--- config.mk ---
export PLATFORM = sky130hd
export DESIGN_NAME = error_delta
export DESIGN_NICKNAME = d
export VERILOG_FILES = /design/src/rtl/error_delta.sv
export SDC_FILE = /design/constraint.sdc
export NUM_CORES = 1
export LEC_CHECK = 0
export BUFFER_PORTS_ARGS = -buffer_cell sky130_fd_sc_hd__buf_4
export CAP_MARGIN = 20
export CORE_MARGIN = 2
export CORE_UTILIZATION = 35
export CTS_BUF_LIST = sky130_fd_sc_hd__clkbuf_16
export DETAILED_ROUTE_END_ITERATION = 10
export HOLD_SLACK_MARGIN = 0.08
export MAX_ROUTING_LAYER = met4
export PLACE_DENSITY_LB_ADDON = 0.2
export SLEW_MARGIN = 20
export SYNTH_ARGS = -nofsm -noshare
export SYNTH_HDL_FRONTEND = slang
export SYNTH_SLANG_ARGS = --single-unit
--- constraint.sdc ---
create_clock -name clock -period 6.65 [get_ports clock]
set_clock_uncertainty 0.15 [all_clocks]
set_input_delay 1.33 -clock clock [delete_from_list [all_inputs] [get_ports clock]]
set_output_delay 1.33 -clock clock [all_outputs]
set_load 0.02 [all_outputs]
--- src/rtl/error_delta.sv ---
// error_delta: joins a node's product stream with a target stream and
// produces a saturated, rate-scaled error delta (target - product) on a
// valid/ready output. It also reports the sum of |error| once per epoch.
//
// Handshake semantics (all three streams): a transfer happens at a rising
// clock edge where valid && ready are both high. A producer holds valid and
// data stable until the transfer completes. The ready outputs here come
// straight from flops and never depend on the same-cycle valid inputs.
module error_delta #(
  parameter int W     = 16,
  parameter int RATE  = 0,
  parameter int EPOCH = 4,
  parameter int LW    = 32
) (
  input  logic          clock,
  input  logic          reset,
  input  logic          product_valid,
  input  logic [W-1:0]  product_data,
  output logic          product_ready,
  input  logic          target_valid,
  input  logic [W-1:0]  target_data,
  output logic          target_ready,
  output logic          delta_valid,
  output logic [W-1:0]  delta_data,
  input  logic          delta_ready,
  output logic          loss_valid,
  output logic [LW-1:0] loss_data
);

  localparam int CW = $clog2(EPOCH + 1);

  logic [W-1:0]        product_hold;
  logic [W-1:0]        target_hold;
  logic                product_full;
  logic                target_full;
  logic                product_take;
  logic                target_take;
  logic                fire;
  logic signed [W:0]   diff;
  logic signed [W-1:0] sat;
  logic signed [W-1:0] scaled;
  logic [W-1:0]        mag;
  logic [LW-1:0]       acc;
  logic [LW-1:0]       acc_next;
  logic [CW-1:0]       count;
  logic                epoch_done;

  assign product_take = product_valid && product_ready;
  assign target_take  = target_valid && target_ready;

  // A pair is consumed once both holds are full and the output slot is free
  // or is being drained in this same cycle.
  assign fire = product_full && target_full && (!delta_valid || delta_ready);

  // Error datapath: widen by one bit, clamp to W bits, then scale.
  always_comb begin
    diff = $signed({target_hold[W-1], target_hold})
         - $signed({product_hold[W-1], product_hold});
    if (diff[W] != diff[W-1]) begin
      sat = diff[W] ? {1'b1, {(W-1){1'b0}}} : {1'b0, {(W-1){1'b1}}};
    end else begin
      sat = diff[W-1:0];
    end
    scaled     = sat >>> RATE;
    mag        = sat[W-1] ? $unsigned(-sat) : $unsigned(sat);
    acc_next   = acc + {{(LW-W){1'b0}}, mag};
    epoch_done = (count == CW'(EPOCH - 1));
  end

  // Product hold register; ready is the registered complement of full.
  always_ff @(posedge clock or posedge reset) begin
    if (reset) begin
      product_hold  <= '0;
      product_full  <= 1'b0;
      product_ready <= 1'b1;
    end else if (fire) begin
      product_full  <= 1'b0;
      product_ready <= 1'b1;
    end else if (product_take) begin
      product_hold  <= product_data;
      product_full  <= 1'b1;
      product_ready <= 1'b0;
    end
  end

  // Target hold register; independent of the product side.
  always_ff @(posedge clock or posedge reset) begin
    if (reset) begin
      target_hold  <= '0;
      target_full  <= 1'b0;
      target_ready <= 1'b1;
    end else if (fire) begin
      target_full  <= 1'b0;
      target_ready <= 1'b1;
    end else if (target_take) begin
      target_hold  <= target_data;
      target_full  <= 1'b1;
      target_ready <= 1'b0;
    end
  end

  // Output slot: a fire overwrites (possibly while draining), else drain.
  always_ff @(posedge clock or posedge reset) begin
    if (reset) begin
      delta_valid <= 1'b0;
      delta_data  <= '0;
    end else if (fire) begin
      delta_valid <= 1'b1;
      delta_data  <= scaled;
    end else if (delta_ready) begin
      delta_valid <= 1'b0;
    end
  end

  // Epoch loss accumulation; the report includes the closing sample.
  always_ff @(posedge clock or posedge reset) begin
    if (reset) begin
      acc        <= '0;
      count      <= '0;
      loss_valid <= 1'b0;
      loss_data  <= '0;
    end else begin
      loss_valid <= 1'b0;
      if (fire) begin
        if (epoch_done) begin
          loss_data  <= acc_next;
          loss_valid <= 1'b1;
          acc        <= '0;
          count      <= '0;
        end else begin
          acc   <= acc_next;
          count <= count + CW'(1);
        end
      end
    end
  end

endmodule
==> results of run 1 <==
-- what timing repair did --
| item | in CTS | in global routing |
|---|---|---|
| endpoints found under the setup margin | 0 | 38 |
| buffers inserted | 0 | 9 |
| resized for setup | 0 | 18 |
-- synth_stat cells, types with 10 or more instances --
cell / instances / area share
a31oi_1: 24 / 0.022
and3_1: 10 / 0.0091
inv_1: 30 / 0.016
nand2_1: 133 / 0.073
xnor2_1: 25 / 0.032
mux2_2: 16 / 0.026
nor2_1: 38 / 0.021
nand3_1: 12 / 0.0087
xor2_1: 21 / 0.027
a21oi_1: 38 / 0.028
o21ai_0: 75 / 0.055
dfrtp_1: 119 / 0.43
a22o_1: 15 / 0.019
clkbuf_1: 29 / 0.016
ha_1: 36 / 0.066
-- state kept, by name (all words and copies together), names as in the netlist --
register	flops
count	3
target_hold	16
acc	32
target_full	1
product_ready	1
loss_data	32
product_full	1
delta_data	16
target_ready	1
loss_valid	1
delta_valid	1
product_hold	16
-- layout make-up --
class	count	area (um^2)	share of cell area
sequential	121	3030	0.350
inverter	32	123	0.0141
clock inverter	13	139	0.0160
multi-input combinational	560	3670	0.423
clock buffer	17	425	0.0491
tap	265	332	0.0382
timing repair buffer	127	953	0.110
-- cell families after synthesis --
logic type	Yosys count	synth area share
buffers and inverters	67	0.0384
xor gates and xnor gates	46	0.0587
DFF	121	0.441
AOI/OAI and AO/OA	218	0.202
and+or+nand+nor	238	0.158
muxes	19	0.0306
adders and majority gates	38	0.0714
-- worst max-delay path, delay by kind of cell (launching register included) --
family,cells,cell delay [ns]
buf+inv,5,0.62
fa+ha+maj,5,1.50
xor+xnor,2,0.32
simple gates,6,0.96
flops,1,0.35
compound gates,10,2.13
-- worst max-delay path by stage --
stage,startpoint,endpoint,slack [ns],cells past startpoint
after global routing,target_hold[2],acc[29],-0.009,28
final,target_hold[0],loss_data[17],0.49,28
after global placement,product_hold[2],acc[29],0.21,29
after floorplan,target_hold[2],loss_data[23],0.55,30
after CTS,target_hold[2],acc[29],0.008,28
after detailed placement,target_hold[2],acc[29],0.08,28
-- metrics by stage --
| step | instances | setup slack (ns) | hold slack (ns) |
|---|---|---|---|
| 2_1_floorplan | 747 | 0.551 | 0.300 |
| 3_3_place_gp | 1095 | 0.205 | 0.312 |
| 3_5_place_dp | 1095 | 0.0798 | 0.317 |
| 4_1_cts | 1125 | 0.00753 | 0.332 |
| 5_1_grt | 1135 | -0.00935 | 0.359 |
| 6_report | 1135 | 0.491 | 0.325 |
-- layer usage --
layer,GRT usage,vias to the layer above,share of wire
li1,-,2874,-
met1,0.229,2748,0.48
met2,0.286,104,0.47
met3,0.0325,21,0.033
met4,0.0697,0,0.013
met5,-,-,0
==> run_results.csv, run 1 <==
group,metric,value,unit
cts,clock_latency,0.43,ns
placement,place_congestion,0.879,
cells_and_area,areaGrowthSynthToFinish,26.3,%
cells_and_area,nFillCells,1937,
critical_path,max_stage_delay,0.49,ns
critical_path,cp.arrival,6.30,ns
logic_synthesis,synth_edf_count,0,
global_routing,grt_pass1_vias,5671,
critical_path,r2r_end,"loss_data[17]",
sta,hold_violations,0,
placement,dp.final_hpwl,12.1,mm
critical_path,end_kind,"flop",
cts,cts_sinks,121,
sta,slew_viol_final,0,
worst_hold_path,whs_path_depth,2,
floorplan,io_pins,89,
logic_synthesis,synth_area,6870,um^2
cts,path_clk_slew,0.06,ns
placement,port_buffers,88,
critical_path,r2r_cells,28,
run,drv_cap,0,
detailed_routing,drt_first_pass_iters,4,
cts,tritoncts,"yes",
logic_synthesis,synth_warnings,0,
sta,tns,0,ns
logic_synthesis,synth_nets,822,
detailed_routing,via_per_inst,5.06,
cells_and_area,post-route-cell-area,8670,um^2
sta,slew_headroom,0.332,
floorplan,dieArea,20800,um^2
logic_synthesis,ys_ff_latch,121,
critical_path,critPathMaxFanout,8,
cells_and_area,drive_gt1_frac,0.231,
cells_and_area,num_antenna_cells,0,
critical_path,path_class,"flop to flop",
logic_synthesis,avgSynthCellArea,9.19,um^2
cts,cts_buffers,17,
global_routing,grt_pass1_wl,28.5,mm
detailed_routing,drc,0,
floorplan,num_rows,51,
floorplan,die_y,144,um
sta,min_period_over_period,0.926,
detailed_routing,dr_total_vias,5747,
cells_and_area,final_common_cell,"nand2_1",
logic_synthesis,synth_cells,747,
cells_and_area,final_util,0.448,
cts,cts_buffer_depth,2,
placement,dpl_cell_area,7960,um^2
cts,hold_buffers,0,
logic_synthesis,synth.distinct_cells,60,
global_routing,antenna_found_initial,0,
critical_path,rr_startpoint,"target_hold[0]",
detailed_routing,ant_nets,0,
global_routing,overflow,0,
floorplan,start_util,0.355,
logic_synthesis,ys_seq_area_frac,0.441,
floorplan,coreArea,19300,um^2
global_routing,track_usage,0.180,
cts,cts-root-buf,"clkbuf_16",
critical_path,critPathLaunchType,"flop",
outcome,status,"finished, final reports clean",
logic_synthesis,ys.flop_type,"dfrtp_1",
worst_hold_path,hold_path.startpoint,"loss_data[19]",
critical_path,crit_path_top_delay_cell,"a21oi_1",
worst_hold_path,holdPathEnd,"loss_data[19]",
critical_path,cp_common_cell,"o21ai_0",
sta,finalSetupViolCount,0,
sta,tightest_slew,1.00,ns
critical_path,r2r_setup_slack,0.49,ns
worst_hold_path,hold_path_class,"flop to flop",
global_routing,grt_start_max_net_pins,66,
sta,max_freq,162,MHz
floorplan,die_w,144,um
detailed_routing,drtIter0Drc,306,
sta,fin_crit,6.16,ns
cells_and_area,fin_nets,934,
detailed_routing,wl,17.2,mm
detailed_routing,wl_per_cell,15.2,um
logic_synthesis,ys_async_sr_fraction,1.00,
critical_path,worstPathRequired,6.79,ns
cells_and_area,final_cell_mix,"132 x nand2_1, 127 x buf_4, 119 x dfrtp_1",
cts,cts_max_level,4,
Power of run 1 is not shown: default switching activity piles up to over one toggle a cycle in this logic, so the estimate is an artifact.
==> inputs of run 2 (changes only) <==
--- a/config.mk
+++ b/config.mk
@@ -5,6 +5,7 @@
 export SDC_FILE = /design/constraint.sdc
 export NUM_CORES = 1
 export LEC_CHECK = 0
+export ABC_AREA = 1
 export BUFFER_PORTS_ARGS = -buffer_cell sky130_fd_sc_hd__buf_4
 export CAP_MARGIN = 20
 export CORE_MARGIN = 2
==> run_results.csv, run 2 <==
group,metric,value,unit
logic_synthesis,synth_nets,1012,
floorplan,die_w,147,um
critical_path,r2r_cells,33,
logic_synthesis,ys_async_sr_fraction,1.00,
global_routing,grt_start_max_net_pins,66,
critical_path,end_kind,"flop",
critical_path,worstPathRequired,6.81,ns
sta,finalSetupViolCount,0,
cells_and_area,final_util,0.435,
logic_synthesis,synth_edf_count,0,
critical_path,crit_path_top_delay_cell,"dfrtp_1",
detailed_routing,drtIter0Drc,332,
floorplan,num_rows,52,
global_routing,track_usage,0.178,
cells_and_area,drive_gt1_frac,0.165,
cells_and_area,nFillCells,2113,
logic_synthesis,synth_area,7180,um^2
sta,worst_hold_slack,0.324,ns
power_and_ir_drop,ir_worst_vdd,168,uV
floorplan,die_y,147,um
sta,slew_viol_final,0,
detailed_routing,ant_nets,0,
global_routing,antenna_found_initial,0,
critical_path,cp.arrival,6.02,ns
power_and_ir_drop,powerDensity,205,nW/um^2
sta,slew_headroom,0.343,
sta,min_period_over_period,0.881,
global_routing,grt_pass1_vias,6133,
cts,postCtsSetupBuffers,0,
placement,place_congestion,0.899,
logic_synthesis,ys.flop_type,"dfrtp_1",
cts,tritoncts,"yes",
logic_synthesis,ys_seq_area_frac,0.422,
critical_path,r2r_setup_slack,0.79,ns
sta,tightest_slew,0.983,ns
cts,cts-root-buf,"clkbuf_16",
run,drv_cap,0,
cells_and_area,fin_nets,1100,
logic_synthesis,ys_ff_latch,121,
critical_path,rr_startpoint,"target_hold[8]",
placement,port_buffers,88,
logic_synthesis,avgSynthCellArea,7.66,um^2
detailed_routing,dr_total_vias,6195,
sta,hold_violations,0,
floorplan,coreArea,20200,um^2
logic_synthesis,synth_top_area_share,0.415,
outcome,status,"finished, final reports clean",
cts,clock_latency,0.42,ns
critical_path,cp_common_cell,"nand2_1",
worst_hold_path,hold_path.startpoint,"target_ready",
logic_synthesis,synth_warnings,0,
sta,tns,0,ns
cts,cts_max_level,4,
placement,dp.final_hpwl,13.6,mm
logic_synthesis,synth_top_cell_by_area,"dfrtp_1",
logic_synthesis,synth.most_common_cell,"nand2_1",
cells_and_area,final_cell_mix,"267 x nand2_1, 119 x dfrtp_1, 112 x inv_1",
critical_path,path_class,"flop to flop",
logic_synthesis,synth_area_leaders,"dfrtp_1 41%, nand2_1 14%, ha_1 6.3%, inv_1 5.9%, nand3_1 5.1%",
cts,path_clk_slew,0.06,ns
detailed_routing,wl_per_cell,13.7,um
critical_path,critPathLaunchType,"flop",
detailed_routing,wl,17.9,mm
cts,cts_buffers,17,
worst_hold_path,whs_path_depth,2,
cells_and_area,num_antenna_cells,0,
global_routing,overflow,0,
cells_and_area,final_common_cell,"nand2_1",
cells_and_area,areaGrowthSynthToFinish,22.3,%
sta,max_freq,171,MHz
worst_hold_path,holdPathEnd,"target_ready",
power_and_ir_drop,cellLeakagePower,4.83,nW
cts,cts_buffer_depth,2,
detailed_routing,via_per_inst,4.74,
sta,fin_crit,5.86,ns
detailed_routing,drt_first_pass_iters,5,
logic_synthesis,synth_cells,937,
floorplan,io_pins,89,
cts,cts_sinks,121,
floorplan,dieArea,21700,um^2
logic_synthesis,synth.distinct_cells,41,
critical_path,max_stage_delay,0.38,ns
sta,rsz0062_at_grt,"false",
critical_path,critPathMaxFanout,20,
critical_path,r2r_end,"acc[21]",
worst_hold_path,hold_path_class,"flop to flop",
logic_synthesis,ys_top_cells_by_count,"267 x nand2_1, 119 x dfrtp_1, 113 x inv_1, 73 x nand3_1, 73 x o21ai_0",
detailed_routing,drc,0,
global_routing,grt_pass1_wl,30.1,mm
floorplan,start_util,0.356,
cells_and_area,reg_top3,"acc (32), loss_data (32)",
==> run 2: worst max-delay path, delay by kind of cell, from the launching register on <==
| kind | cells | cell delay, ns |
|---|---|---|
| xor+xnor | 1 | 0.20 |
| fa+ha+maj | 4 | 1.21 |
| compound gates | 8 | 1.51 |
| flops | 1 | 0.38 |
| buf+inv | 5 | 0.55 |
| simple gates | 15 | 1.73 |
==> run 2: worst max-delay path by stage <==
stage,startpoint,endpoint,cells past startpoint
floorplan,product_hold[6],acc[30],36
global placement,product_hold[6],acc[21],34
detailed placement,product_hold[6],acc[21],34
CTS,product_hold[6],acc[21],34
global route,product_hold[8],acc[26],39
finish,target_hold[8],acc[21],33
==> run 2: cells by family (layout without fill, tap and decap cells) <==
family,Yosys count,after routing,synth area share
AND/OR/NAND/NOR,453,453,0.269
flip-flops,121,121,0.422
multiplexers,16,16,0.0251
buffers and inverters,139,240,0.0746
AO/OA/AOI/OAI,139,139,0.103
XOR/XNOR,31,31,0.0378
adder cells (fa/ha/maj),38,38,0.0683
==> run 2: final cells by class <==
type	instances	area [um^2]	area share
multi-input combinational	677	3620	0.413
sequential	121	3030	0.345
timing repair buffer	94	706	0.0804
inverter	114	430	0.0490
clock buffer	17	425	0.0485
tap	270	338	0.0385
clock inverter	15	223	0.0254
==> run 2: stage by stage <==
stage,instance area [um^2],total power [mW],cells,setup WS (ns)
6_report,8780,1.80,1308,0.790
5_1_grt,8780,1.86,1308,0.0438
4_1_cts,8770,1.82,1308,0.694
3_5_place_dp,8120,0.782,1276,0.737
3_3_place_gp,8120,0.783,1276,0.819
2_1_floorplan,7180,0.761,937,1.44
==> run 2: what timing repair did <==
| action | 4_1_cts | 5_1_grt |
|---|---|---|
| resized for setup | 0 | 2 |
| hold buffers | 0 | 0 |
| setup endpoints to repair | 0 | 4 |
==> run 2: layer usage <==
| layer | routed length (um) | up-vias | global-route usage |
|---|---|---|---|
| met5 | 0 | - | - |
| met1 | 8610 | 2868 | 0.233 |
| met3 | 606 | 15 | 0.0307 |
| li1 | - | 3203 | - |
| met4 | 220 | 0 | 0.0553 |
| met2 | 8450 | 109 | 0.284 |
==> run 2: power by group <==
| group | internal, mW | leakage, nW | switching [mW] | total (mW) |
|---|---|---|---|---|
| Clock | 0.666 | 0.310 | 0.363 | 1.03 |
| Sequential | 0.737 | 1.53 | 0 | 0.737 |
| Combinational | 0.0137 | 2.99 | 0.0170 | 0.0307 |
Power figures use the tool's default switching activity.
